===== config.mk =====
export PLATFORM = sky130hd
export DESIGN_NAME = dmem_arbiter
export DESIGN_NICKNAME = d
export VERILOG_FILES = /design/src/rtl/dmem_arb_pkg.sv /design/src/rtl/dmem_arbiter_rr_picker.sv /design/src/rtl/dmem_arbiter.sv
export SDC_FILE = /design/constraint.sdc
export NUM_CORES = 1
export LEC_CHECK = 0
export CORE_AREA = 2 2 138 140
export DETAILED_ROUTE_END_ITERATION = 10
export DIE_AREA = 0 0 140 142
export DONT_BUFFER_PORTS = 1
export PLACE_DENSITY = 0.39
export RECOVER_POWER = 50
export SYNTH_ARGS = -nofsm -noshare
export SYNTH_HDL_FRONTEND = slang
export SYNTH_SLANG_ARGS = --single-unit

===== constraint.sdc =====
create_clock -name i_clk -period 3.92 [get_ports i_clk]
set_input_delay 0.196 -clock i_clk [delete_from_list [all_inputs] [get_ports i_clk]]
set_output_delay 0.196 -clock i_clk [all_outputs]
set_load 0.005 [all_outputs]

===== src/rtl/dmem_arb_pkg.sv =====
// Shared types and constants for the round-robin data-memory arbiter.
// Holds the FSM encoding, default hart count and address alignment mask.
package dmem_arb_pkg;

  typedef enum logic {
    ARB    = 1'b0,
    LOCKED = 1'b1
  } arb_state_e;

  localparam int NUM_HARTS_DEF = 3;

  localparam logic [31:0] ADDR_ALIGN_MASK = 32'hFFFF_FFFC;

  // Index after idx, wrapping modulo n.
  function automatic int rr_next(input int idx, input int n);
    return (idx >= n - 1) ? 0 : idx + 1;
  endfunction

endpackage


===== src/rtl/dmem_arbiter_rr_picker.sv =====
// Combinational rotating priority encoder for the dmem arbiter.
// Searches from i_ptr upward, wrapping, for the first set request.
module rr_picker #(
  parameter int N     = 3,
  parameter int IDX_W = $clog2(N)
) (
  input  logic [N-1:0]     i_req,
  input  logic [IDX_W-1:0] i_ptr,
  output logic [N-1:0]     o_gnt,
  output logic [IDX_W-1:0] o_idx,
  output logic             o_any
);

  int w_k;

  always_comb begin
    o_gnt = '0;
    o_idx = '0;
    o_any = 1'b0;
    w_k   = 0;
    for (int i = 0; i < N; i++) begin
      w_k = (int'(i_ptr) + i) % N;
      if (!o_any && i_req[w_k]) begin
        o_any      = 1'b1;
        o_gnt[w_k] = 1'b1;
        o_idx      = IDX_W'(w_k);
      end
    end
  end

endmodule


===== src/rtl/dmem_arbiter.sv =====
// Round-robin arbiter sharing one dmem port among NUM_HARTS harts.
// Define DMEM_ARB_LOCK_EN to add i_req_lock for atomic RMW sequences.
module dmem_arbiter
  import dmem_arb_pkg::*;
#(
  parameter int NUM_HARTS = NUM_HARTS_DEF,
  parameter int IDX_W     = $clog2(NUM_HARTS)
) (
  input  logic                   i_clk,
  input  logic                   i_rst,
  input  logic [NUM_HARTS-1:0]   i_req_valid,
  output logic [NUM_HARTS-1:0]   o_req_ready,
  input  logic [NUM_HARTS*32-1:0] i_req_addr,
  input  logic [NUM_HARTS-1:0]   i_req_ren,
  input  logic [NUM_HARTS-1:0]   i_req_wen,
  input  logic [NUM_HARTS*32-1:0] i_req_wdata,
  input  logic [NUM_HARTS*4-1:0] i_req_mask,
`ifdef DMEM_ARB_LOCK_EN
  input  logic [NUM_HARTS-1:0]   i_req_lock,
`endif
  output logic [NUM_HARTS-1:0]   o_rsp_valid,
  output logic [31:0]            o_rsp_rdata,
  output logic                   o_rsp_err,
  output logic [31:0]            o_mem_addr,
  output logic                   o_mem_ren,
  output logic                   o_mem_wen,
  output logic [31:0]            o_mem_wdata,
  output logic [3:0]             o_mem_mask,
  input  logic [31:0]            i_mem_rdata
);

  arb_state_e             r_state;
  logic [IDX_W-1:0]       r_ptr;
  logic [NUM_HARTS-1:0]   r_rsp_valid;
  logic [31:0]            r_rsp_rdata;
  logic                   r_rsp_err;
`ifdef DMEM_ARB_LOCK_EN
  logic [IDX_W-1:0]       r_owner;
`endif

  logic [NUM_HARTS-1:0]   w_req;
  logic [NUM_HARTS-1:0]   w_gnt;
  logic [IDX_W-1:0]       w_idx;
  logic                   w_pick;
  logic                   w_any;
  logic [31:0]            w_addr;
  logic [31:0]            w_wdata;
  logic [3:0]             w_mask;
  logic                   w_ren;
  logic                   w_wen;
  logic                   w_ill;
  logic [IDX_W-1:0]       w_nxt;

  always_comb begin
    w_req = i_req_valid;
`ifdef DMEM_ARB_LOCK_EN
    if (r_state == LOCKED) begin
      w_req          = '0;
      w_req[r_owner] = i_req_valid[r_owner];
    end
`endif
  end

  rr_picker #(
    .N     (NUM_HARTS),
    .IDX_W (IDX_W)
  ) u_pick (
    .i_req (w_req),
    .i_ptr (r_ptr),
    .o_gnt (w_gnt),
    .o_idx (w_idx),
    .o_any (w_pick)
  );

  // Reset blocks every grant so nothing reaches memory while it is held.
  assign w_any = w_pick & ~i_rst;

  always_comb begin
    w_addr  = '0;
    w_wdata = '0;
    w_mask  = '0;
    w_ren   = 1'b0;
    w_wen   = 1'b0;
    for (int h = 0; h < NUM_HARTS; h++) begin
      if (w_gnt[h]) begin
        w_addr  = i_req_addr[h*32 +: 32];
        w_wdata = i_req_wdata[h*32 +: 32];
        w_mask  = i_req_mask[h*4 +: 4];
        w_ren   = i_req_ren[h];
        w_wen   = i_req_wen[h];
      end
    end
  end

  assign w_ill = (w_ren & w_wen) | ((w_mask == 4'h0) & (w_ren | w_wen));
  assign w_nxt = IDX_W'(rr_next(int'(w_idx), NUM_HARTS));

  assign o_req_ready = w_any ? w_gnt : '0;
  assign o_mem_addr  = w_any ? (w_addr & ADDR_ALIGN_MASK) : 32'h0;
  assign o_mem_wdata = w_any ? w_wdata : 32'h0;
  assign o_mem_mask  = w_any ? w_mask : 4'h0;
  assign o_mem_ren   = w_any & w_ren & ~w_ill;
  assign o_mem_wen   = w_any & w_wen & ~w_ill;

  assign o_rsp_valid = r_rsp_valid;
  assign o_rsp_rdata = r_rsp_rdata;
  assign o_rsp_err   = r_rsp_err;

  always_ff @(posedge i_clk or posedge i_rst) begin
    if (i_rst) begin
      r_state     <= ARB;
      r_ptr       <= '0;
      r_rsp_valid <= '0;
      r_rsp_rdata <= 32'h0;
      r_rsp_err   <= 1'b0;
`ifdef DMEM_ARB_LOCK_EN
      r_owner     <= '0;
`endif
    end else begin
      if (w_any) begin
        r_rsp_valid <= w_gnt;
        r_rsp_rdata <= w_ren ? i_mem_rdata : 32'h0;
        r_rsp_err   <= w_ill;
        if (r_state == ARB)
          r_ptr <= w_nxt;
      end else begin
        r_rsp_valid <= '0;
        r_rsp_err   <= 1'b0;
      end
`ifdef DMEM_ARB_LOCK_EN
      unique case (r_state)
        ARB: begin
          if (w_any && i_req_lock[w_idx]) begin
            r_state <= LOCKED;
            r_owner <= w_idx;
          end
        end
        LOCKED: begin
          if (!i_req_lock[r_owner] &&
              (w_any || !i_req_valid[r_owner])) begin
            r_state <= ARB;
            r_ptr   <= IDX_W'(rr_next(int'(r_owner), NUM_HARTS));
          end
        end
        default: r_state <= ARB;
      endcase
`else
      r_state <= ARB;
`endif
    end
  end

endmodule


==> metrics.md, run 1 <==
| Metric | Value |
|---|---|
| Post-route insts no fill | `682` |
| Reg power frac | `0.178` |
| Placement Cell Area | `3690 sq um` |
| Hold Path Class | `input port to flip-flop` |
| Vias in the first global route | `3,093` |
| Final wirelength | `14.6 mm` |
| Pleak | `1.47 nW` |
| First-pass GRT wire length | `19.4 mm` |
| Clock transition at the registers of the reported paths | `0.06 ns` |
| Dpl ws | `0.337 ns` |
| Critical-path cell list | `inv_1 > ha_2 > mux2_4 > a21oi_4 > mux2i_1 > o21ai_4 > buf_4 > nor2b_4 > buf_12 > a22oi_1 > buf_4 > a211oi_1 > buf_4` |
| Clock sink count | `38` |
| RePlAce Congestion | `0.761` |
| Crit-path max cell delay | `0.40 ns` |
| Buffer levels on the longest clock path | `2` |
| Setup TNS | `0 ns` |
| Slew headroom | `0.487` |
| Routed Antenna Nets | `0` |
| Post-synth top cells | `nand2_1, nor2_1, a211oi_1` |
| Top-area cell type share of the netlist area | `0.282` |
| RSZ-0062 raised after global routing | `false` |
| Routed vias | `3,623` |
| Crit Path Class | `flip-flop to output port` |
| Final core utilization | `0.212` |
| CTS tree | `done` |
| Cell Pwr Density | `1050 nW/um^2` |
| Synth Area per Inst | `7.29 sq um` |
| Dominant synthesized flop cell | `dfrtp_1` |
| Overall Global Routing Usage | `0.129` |
| Design area | `3910 sq um` |
| Final #Nets | `697` |
| Final setup margin | `0.247 ns` |
| Hold slack | `0.0498 ns` |
| Post-synth EDFFs | `0` |
| Via density | `5.31` |
| Die height | `142 um` |
| Slew @ Worst Pin | `0.766 ns` |
| Largest net degree at the start of global routing | `126` |
| Comb pwr share | `0.691` |
| Avg WL per Cell | `21.4 um` |
| Most numerous cell in the Yosys netlist | `nand2_1` |
| Int Pwr | `1.95 mW` |
| Flops & latches, synth | `38` |
| Crit-path slowest cell | `dfrtp_1` |
| Sequential area share after synthesis | `0.282` |
| Ratio of cells with drive above 1 in the final layout | `0.101` |
| Initial antenna violation count | `1` |
| Final critical-path share of the clock period | `0.937` |
| CTS root buf | `clkbuf_16` |
| Post-Synthesis Cell Area | `3370 sq um` |
| FP Rows | `50` |
| Max Freq | `272 MHz` |
| Post-synth top area cell | `dfrtp_1` |
| GRT Residual Overflow | `0` |
| Clock power frac | `0.131` |
| Number of port buffers | `0` |
| Residual DRC count | `17` |
| Chip width | `140 um` |
| H-tree depth | `2` |
| TritonRoute pass-1 iters | `8` |
| Clk_skew | `0.00781 ns` |
| Failing checks | `DRC` |
| Core area | `18,500 sq um` |
| Worst Setup End Kind | `output port` |
| TritonCTS Buffers | `5` |
| Total Die Area | `19,900 sq um` |
| Maximum VDD drop | `0.000373 V` |
| Main area contributors after synthesis | `dfrtp_1, a211oi_1, a22oi_1` |
| Final Slew Violations | `0` |
| Total power draw | `4.09 mW` |
| Crit-path most repeated cell | `buf_4` |
| Clk_lat worst skew | `0.28 ns` |
| Finish-stage setup viols | `0` |
| Placed insts | `671` |
| Status | `complete, but fails checks` |
| P&R area growth vs syn | `15.9%` |
| CP startpoint kind | `flip-flop` |
| Post-DP HPWL | `12.1 mm` |
| Syn Inst Count | `463` |
| Synth unique cells | `47` |
| Max-Cap Viols | `0` |
| Final min period | `3.67 ns` |
| Worst Path Arrival | `3.48 ns` |
| Sw Share | `0.524` |
| CP required | `3.72 ns` |
| Initial Util | `0.183` |
| Yosys warnings | `0` |
| Num ports | `356` |
| CP Max Fanout | `62` |
| Iter 0 DRT Violations | `346` |
| FFs w/ async S/R, synth | `1.00` |
| Net switching power | `2.14 mW` |
| Final Hold Violating Endpoints | `0` |
==> cell usage in the layout, fill, tap and decap left out, types with 2 or more instances in the layout <==
master and count:
a21oi_2 2, and2_1 5, nand3b_1 5, clkbuf_16 5, dfrtp_1 38, mux2i_1 5, a32oi_1 2, bufinv_16 2
and2_0 2, a211oi_1 63, inv_1 7, nor2_1 71, o21ai_0 33, o21a_1 2, ha_1 3, a22oi_1 62
a31oi_1 5, buf_4 21, o22ai_1 2, buf_12 2, conb_1 2, nand2_1 73, nor4b_1 2, nor2b_1 2
==> timing repair <==
action	CTS	global route
setup endpoints to repair	0	33
setup buffers	0	1
resized for setup	0	2
endpoints found under the hold margin	38	0
hold buffers	1	0
==> path summary, 6_finish.rpt <==
| kind | from | cells after the start | to | slack, ns |
|---|---|---|---|---|
| min reg2reg | o_rsp_rdata[20]$_DFFE_PP0P_ | 2 | o_rsp_rdata[20]$_DFFE_PP0P_ | 0.51 |
| max in group asynchronous | i_rst | 3 | o_rsp_rdata[31]$_DFFE_PP0P_ | 3.03 |
| min | i_mem_rdata[7] | 2 | o_rsp_rdata[7]$_DFFE_PP0P_ | 0.05 |
| max | r_ptr[1]$_DFFE_PP0P_ | 13 | o_mem_wdata[30] | 0.25 |
| max reg2reg | r_ptr[1]$_DFFE_PP0P_ | 8 | o_rsp_err$_DFF_PP0_ | 0.68 |
| min in group asynchronous | i_rst | 3 | r_ptr[1]$_DFFE_PP0P_ | 0.51 |
==> sequential cells by signal, summed over array words and instances (netlist names) <==
register     flops
r_ptr            2
o_rsp_err        1
o_rsp_rdata     32
o_rsp_valid      3
==> cell families after synthesis <==
family,count (synthesis),share of synthesized area
buf+inv,58,0.0734
flops,38,0.282
mux,6,0.0193
simple gates,171,0.217
other cells,1,0.00111
compound gates,185,0.393
fa+ha+maj,4,0.0148
==> layout make-up <==
class,instances,area [sq um]
clock buffer,6,139
timing repair buffer,26,224
clock inverter,2,60.1
multi-input combinational,368,2210
fill,2035,14500
sequential,38,951
inverter,7,26.3
tap,234,293
antenna,1,2.50
==> power by group through the flow <==
stage / Sequential (mW) / Clock [mW] / Combinational, mW
floorplan: 0.687 / 0 / 2.06
global placement: 0.736 / 0 / 2.77
detailed placement: 0.741 / 0 / 2.84
CTS: 0.733 / 0.549 / 2.84
global route: 0.754 / 0.571 / 3.11
finish: 0.729 / 0.536 / 2.82
==> routing by layer <==
layer	vias to the layer above	routed length (um)	global-route usage
li1	1673	-	-
met1	1680	5930	0.167
met2	256	7030	0.214
met3	14	1380	0.0350
met4	0	217	0.0303
met5	-	0	0
==> worst max-delay path: cells and delay by family (launching register included) <==
family	cells	cell delay (ns)
muxes	2	0.66
buffers and inverters	5	0.86
adders and majority gates	1	0.32
and+or+nand+nor	1	0.14
AOI/OAI and AO/OA	4	0.76
DFF	1	0.40
No activity file was read; power rests on OpenSTA's default activity.
==> run 2: changes to the inputs <==
--- a/config.mk
+++ b/config.mk
@@ -5,12 +5,13 @@
 export SDC_FILE = /design/constraint.sdc
 export NUM_CORES = 1
 export LEC_CHECK = 0
-export CORE_AREA = 2 2 138 140
+export CORE_AREA = 2 2 137 139
 export DETAILED_ROUTE_END_ITERATION = 10
-export DIE_AREA = 0 0 140 142
+export DIE_AREA = 0 0 139 141
 export DONT_BUFFER_PORTS = 1
 export PLACE_DENSITY = 0.39
 export RECOVER_POWER = 50
 export SYNTH_ARGS = -nofsm -noshare
 export SYNTH_HDL_FRONTEND = slang
+export SYNTH_HIERARCHICAL = 1
 export SYNTH_SLANG_ARGS = --single-unit
==> metrics.md, run 2 <==
| Metric | Value |
|---|---|
| Status | `complete, but fails checks` |
| Failing checks | `capacitance limit, slew limit` |
| Vias in the first global route | `3,295 (+6.5%)` |
| Post-DP HPWL | `11.1 mm (-7.9%)` |
| Initial antenna violation count | `0 (-1)` |
| Routed vias | `3,619 (-0.11%)` |
| Post-CTS setup buffer count | `0 (unchanged)` |
| Final Hold Violating Endpoints | `0 (unchanged)` |
| TritonRoute pass-1 iters | `4 (-4)` |
| Chip width | `139 um (-0.71%)` |
| Dominant synthesized flop cell | `dfrtp_1` |
| Residual DRC count | `0 (-17)` |
| RePlAce Congestion | `0.760 (about the same)` |
| Iter 0 DRT Violations | `216 (-38%)` |
| Pleak | `1.31 nW (-10%)` |
| Hold Path Class | `input port to flip-flop` |
| Crit-path slowest cell | `buf_4` |
| Largest net degree at the start of global routing | `77 (-39%)` |
| Placed insts | `662 (-1.3%)` |
| Initial Util | `0.183 (about the same)` |
| Main area contributors after synthesis | `dfrtp_1, a221oi_1, nor3_1` |
| Total Die Area | `19,600 sq um (-1.4%)` |
| Crit Path Class | `flip-flop to output port` |
| Overall Global Routing Usage | `0.129 (about the same)` |
| Clk_lat worst skew | `0.28 ns (about the same)` |
| Yosys warnings | `6 (+6)` |
| Slew headroom | `-0.401 (-0.889)` |
| Post-synth top cells | `nand2_1, nor2_1, nor3_1` |
| Largest register FFs | `32 (unchanged)` |
| TritonCTS Buffers | `5 (unchanged)` |
| Number of port buffers | `0 (unchanged)` |
| Post-route insts no fill | `671 (-1.6%)` |
| Top delay family on crit path | `compound AO/OA/AOI/OAI gates` |
| RSZ-0062 raised after global routing | `false` |
| GRT Residual Overflow | `0 (unchanged)` |
| Via density | `5.39 (+1.5%)` |
| Most common cell after layout, fill and taps aside | `nand2_1` |
| Buffer levels on the longest clock path | `2 (unchanged)` |
| Clock sink count | `38 (unchanged)` |
| # diodes | `0 (-1)` |
| Slew @ Worst Pin | `2.10 ns (+1.34 ns)` |
| Post-synth top area cell | `dfrtp_1` |
| Num ports | `356 (unchanged)` |
| Ratio of cells with drive above 1 in the final layout | `0.0755 (-0.0252)` |
| Critical-path cell list | `inv_1 > ha_1 > and2b_1 > a31o_1 > a21oi_1 > a31oi_4 > clkinv_1 > buf_4 > a2bb2oi_1 > nor4_2 > nor4_1 > buf_4` |
| Final wirelength | `14.0 mm (-3.6%)` |
| Die height | `141 um (-0.70%)` |
| Most numerous cell in the Yosys netlist | `nand2_1` |
| CP Max Fanout | `53 (-15%)` |
| Final #Nets | `687 (-1.4%)` |
| Sequential area share after synthesis | `0.285 (+0.00307)` |
| Crit-path most repeated cell | `buf_4` |
| CP required | `3.72 ns (about the same)` |
| Worst Path Arrival | `3.50 ns (+0.02 ns)` |
| Worst Setup End Kind | `output port` |
| Cell Pwr Density | `980 nW/um^2 (-6.4%)` |
| Max-Cap Viols | `1 (+1)` |
| Final Slew Violations | `39 (+39)` |
| CP startpoint kind | `flip-flop` |
| FFs w/ async S/R, synth | `1.00 (unchanged)` |
| CTS root buf | `clkbuf_16` |
| Setup TNS | `0 ns (unchanged)` |
| Max Freq | `271 MHz (-0.56%)` |
| FP Rows | `50 (unchanged)` |
| Clk_skew | `0.00550 ns (-0.00232 ns)` |
| Most frequent cells in the layout | `nand2_1, nor2_1, nor3_1` |
| Synth unique cells | `46 (-2.1%)` |
| Final critical-path share of the clock period | `0.942 (+0.00527)` |
| Flops & latches, synth | `38 (unchanged)` |
| Bufs and invs on worst path | `4 (-1)` |
| Post-Synthesis Cell Area | `3340 sq um (-1.1%)` |
| CTS tree | `done` |
| H-tree depth | `2 (unchanged)` |
| Avg WL per Cell | `20.9 um (-2.1%)` |
| Final core utilization | `0.203 (-0.00913)` |
| Clock transition at the registers of the reported paths | `0.06 ns (about the same)` |
| Finish-stage setup viols | `0 (unchanged)` |
| First-pass GRT wire length | `19.9 mm (+2.6%)` |
| Crit-path max cell delay | `0.43 ns (+0.03 ns)` |
| Fillers | `2,104 (+3.4%)` |
| Final min period | `3.69 ns (+0.0207 ns)` |
| P&R area growth vs syn | `10.9%` |
| Core area | `18,300 sq um (-1.0%)` |
| Total power draw | `3.63 mW (-11%)` |
| Post-synth EDFFs | `0 (unchanged)` |
| Routed Antenna Nets | `0 (unchanged)` |
| Syn Inst Count | `465 (+0.43%)` |
| Synth Area per Inst | `7.18 sq um (-1.5%)` |
| Top-area cell type share of the netlist area | `0.285 (+0.00307)` |
| Maximum VDD drop | `0.000440 V (+18%)` |
## run 2: cell types whose count changed after synthesis, sizes merged, moves of 4 or more
cell / before / now
a211oi: 64 / 1
nor3: 0 / 63
a22oi: 62 / 0
a221oi: 1 / 62
a21oi: 4 / 12
a31oi: 6 / 1
a2bb2oi: 0 / 4
## run 2: per-stage QoR
step / instance area [sq um] / worst slack, ns / hold WS, ns
after floorplan: 3340 / 1.42 / 0.332
after global placement: 3550 / 0.466 / 0.281
after detailed placement: 3550 / 0.414 / 0.296
after CTS: 3710 / 0.103 / 0.0459
after global routing: 3700 / 0.0397 / 0.0539
final: 3700 / 0.226 / 0.0537
## run 2: final timing paths
path                                             startpoint                          end  slack (ns)  depth (start not counted)
worst max register to register         r_ptr[0]$_DFFE_PP0P_   o_rsp_rdata[4]$_DFFE_PP0P_        0.46                         11
max in group asynchronous                             i_rst  o_rsp_rdata[10]$_DFFE_PP0P_        1.53                          3
worst min-delay path                        i_mem_rdata[25]  o_rsp_rdata[25]$_DFFE_PP0P_        0.05                          2
worst max-delay path                   r_ptr[0]$_DFFE_PP0P_                    o_mem_ren        0.23                         12
worst min register to register  o_rsp_rdata[23]$_DFFE_PP0P_  o_rsp_rdata[23]$_DFFE_PP0P_        0.51                          2
min in group asynchronous                             i_rst         r_ptr[1]$_DFFE_PP0P_        1.18                          3
## run 2: area by class of cell
type | instances | area (sq um) | share of cell area
clock buffer | 6 | 139 | 0.0375
clock inverter | 2 | 12.5 | 0.00338
multi-input combinational | 369 | 2140 | 0.578
timing repair buffer | 15 | 143 | 0.0385
tap | 234 | 293 | 0.0791
sequential | 38 | 951 | 0.257
inverter | 7 | 26.3 | 0.00710
## run 2: cells by family (layout without fill, tap and decap cells)
kind of cell,count (synthesis),after routing,share of synthesized area
AO/OA/AOI/OAI,126,126,0.279
adder cells (fa/ha/maj),4,4,0.0150
buffers and inverters,59,30,0.0870
flip-flops,38,38,0.285
multiplexers,3,3,0.0165
other,1,2,0.00112
AND/OR/NAND/NOR,234,234,0.317
## run 2: what timing repair did
item,in CTS,in global routing
hold buffers,1,0
gates resized for setup,0,1
endpoints found under the hold margin,13,0
setup endpoints to repair,0,14
## run 2: worst register-to-register path, stage by stage, from the launching register on
cell	delay [ns]
dfrtp_1	0.41
inv_1	0.09
ha_1	0.41
and2b_1	0.27
a31o_1	0.22
a21oi_1	0.25
a31oi_4	0.08
clkinv_1	0.07
buf_4	0.43
a31o_1	0.38
clkbuf_2	0.50
o21ai_0	0.20
## run 2: per-layer routing
layer	vias up	share of wire	GRT usage
met1	1697	0.40	0.168
met3	14	0.093	0.0302
met5	-	0	0
met2	267	0.49	0.213
met4	0	0.018	0.0372
li1	1641	-	-
## run 2: power by group
part	internal (mW)	switching, mW
Clock	0.251	0.152
Combinational	0.915	1.71
Sequential	0.507	0.0889
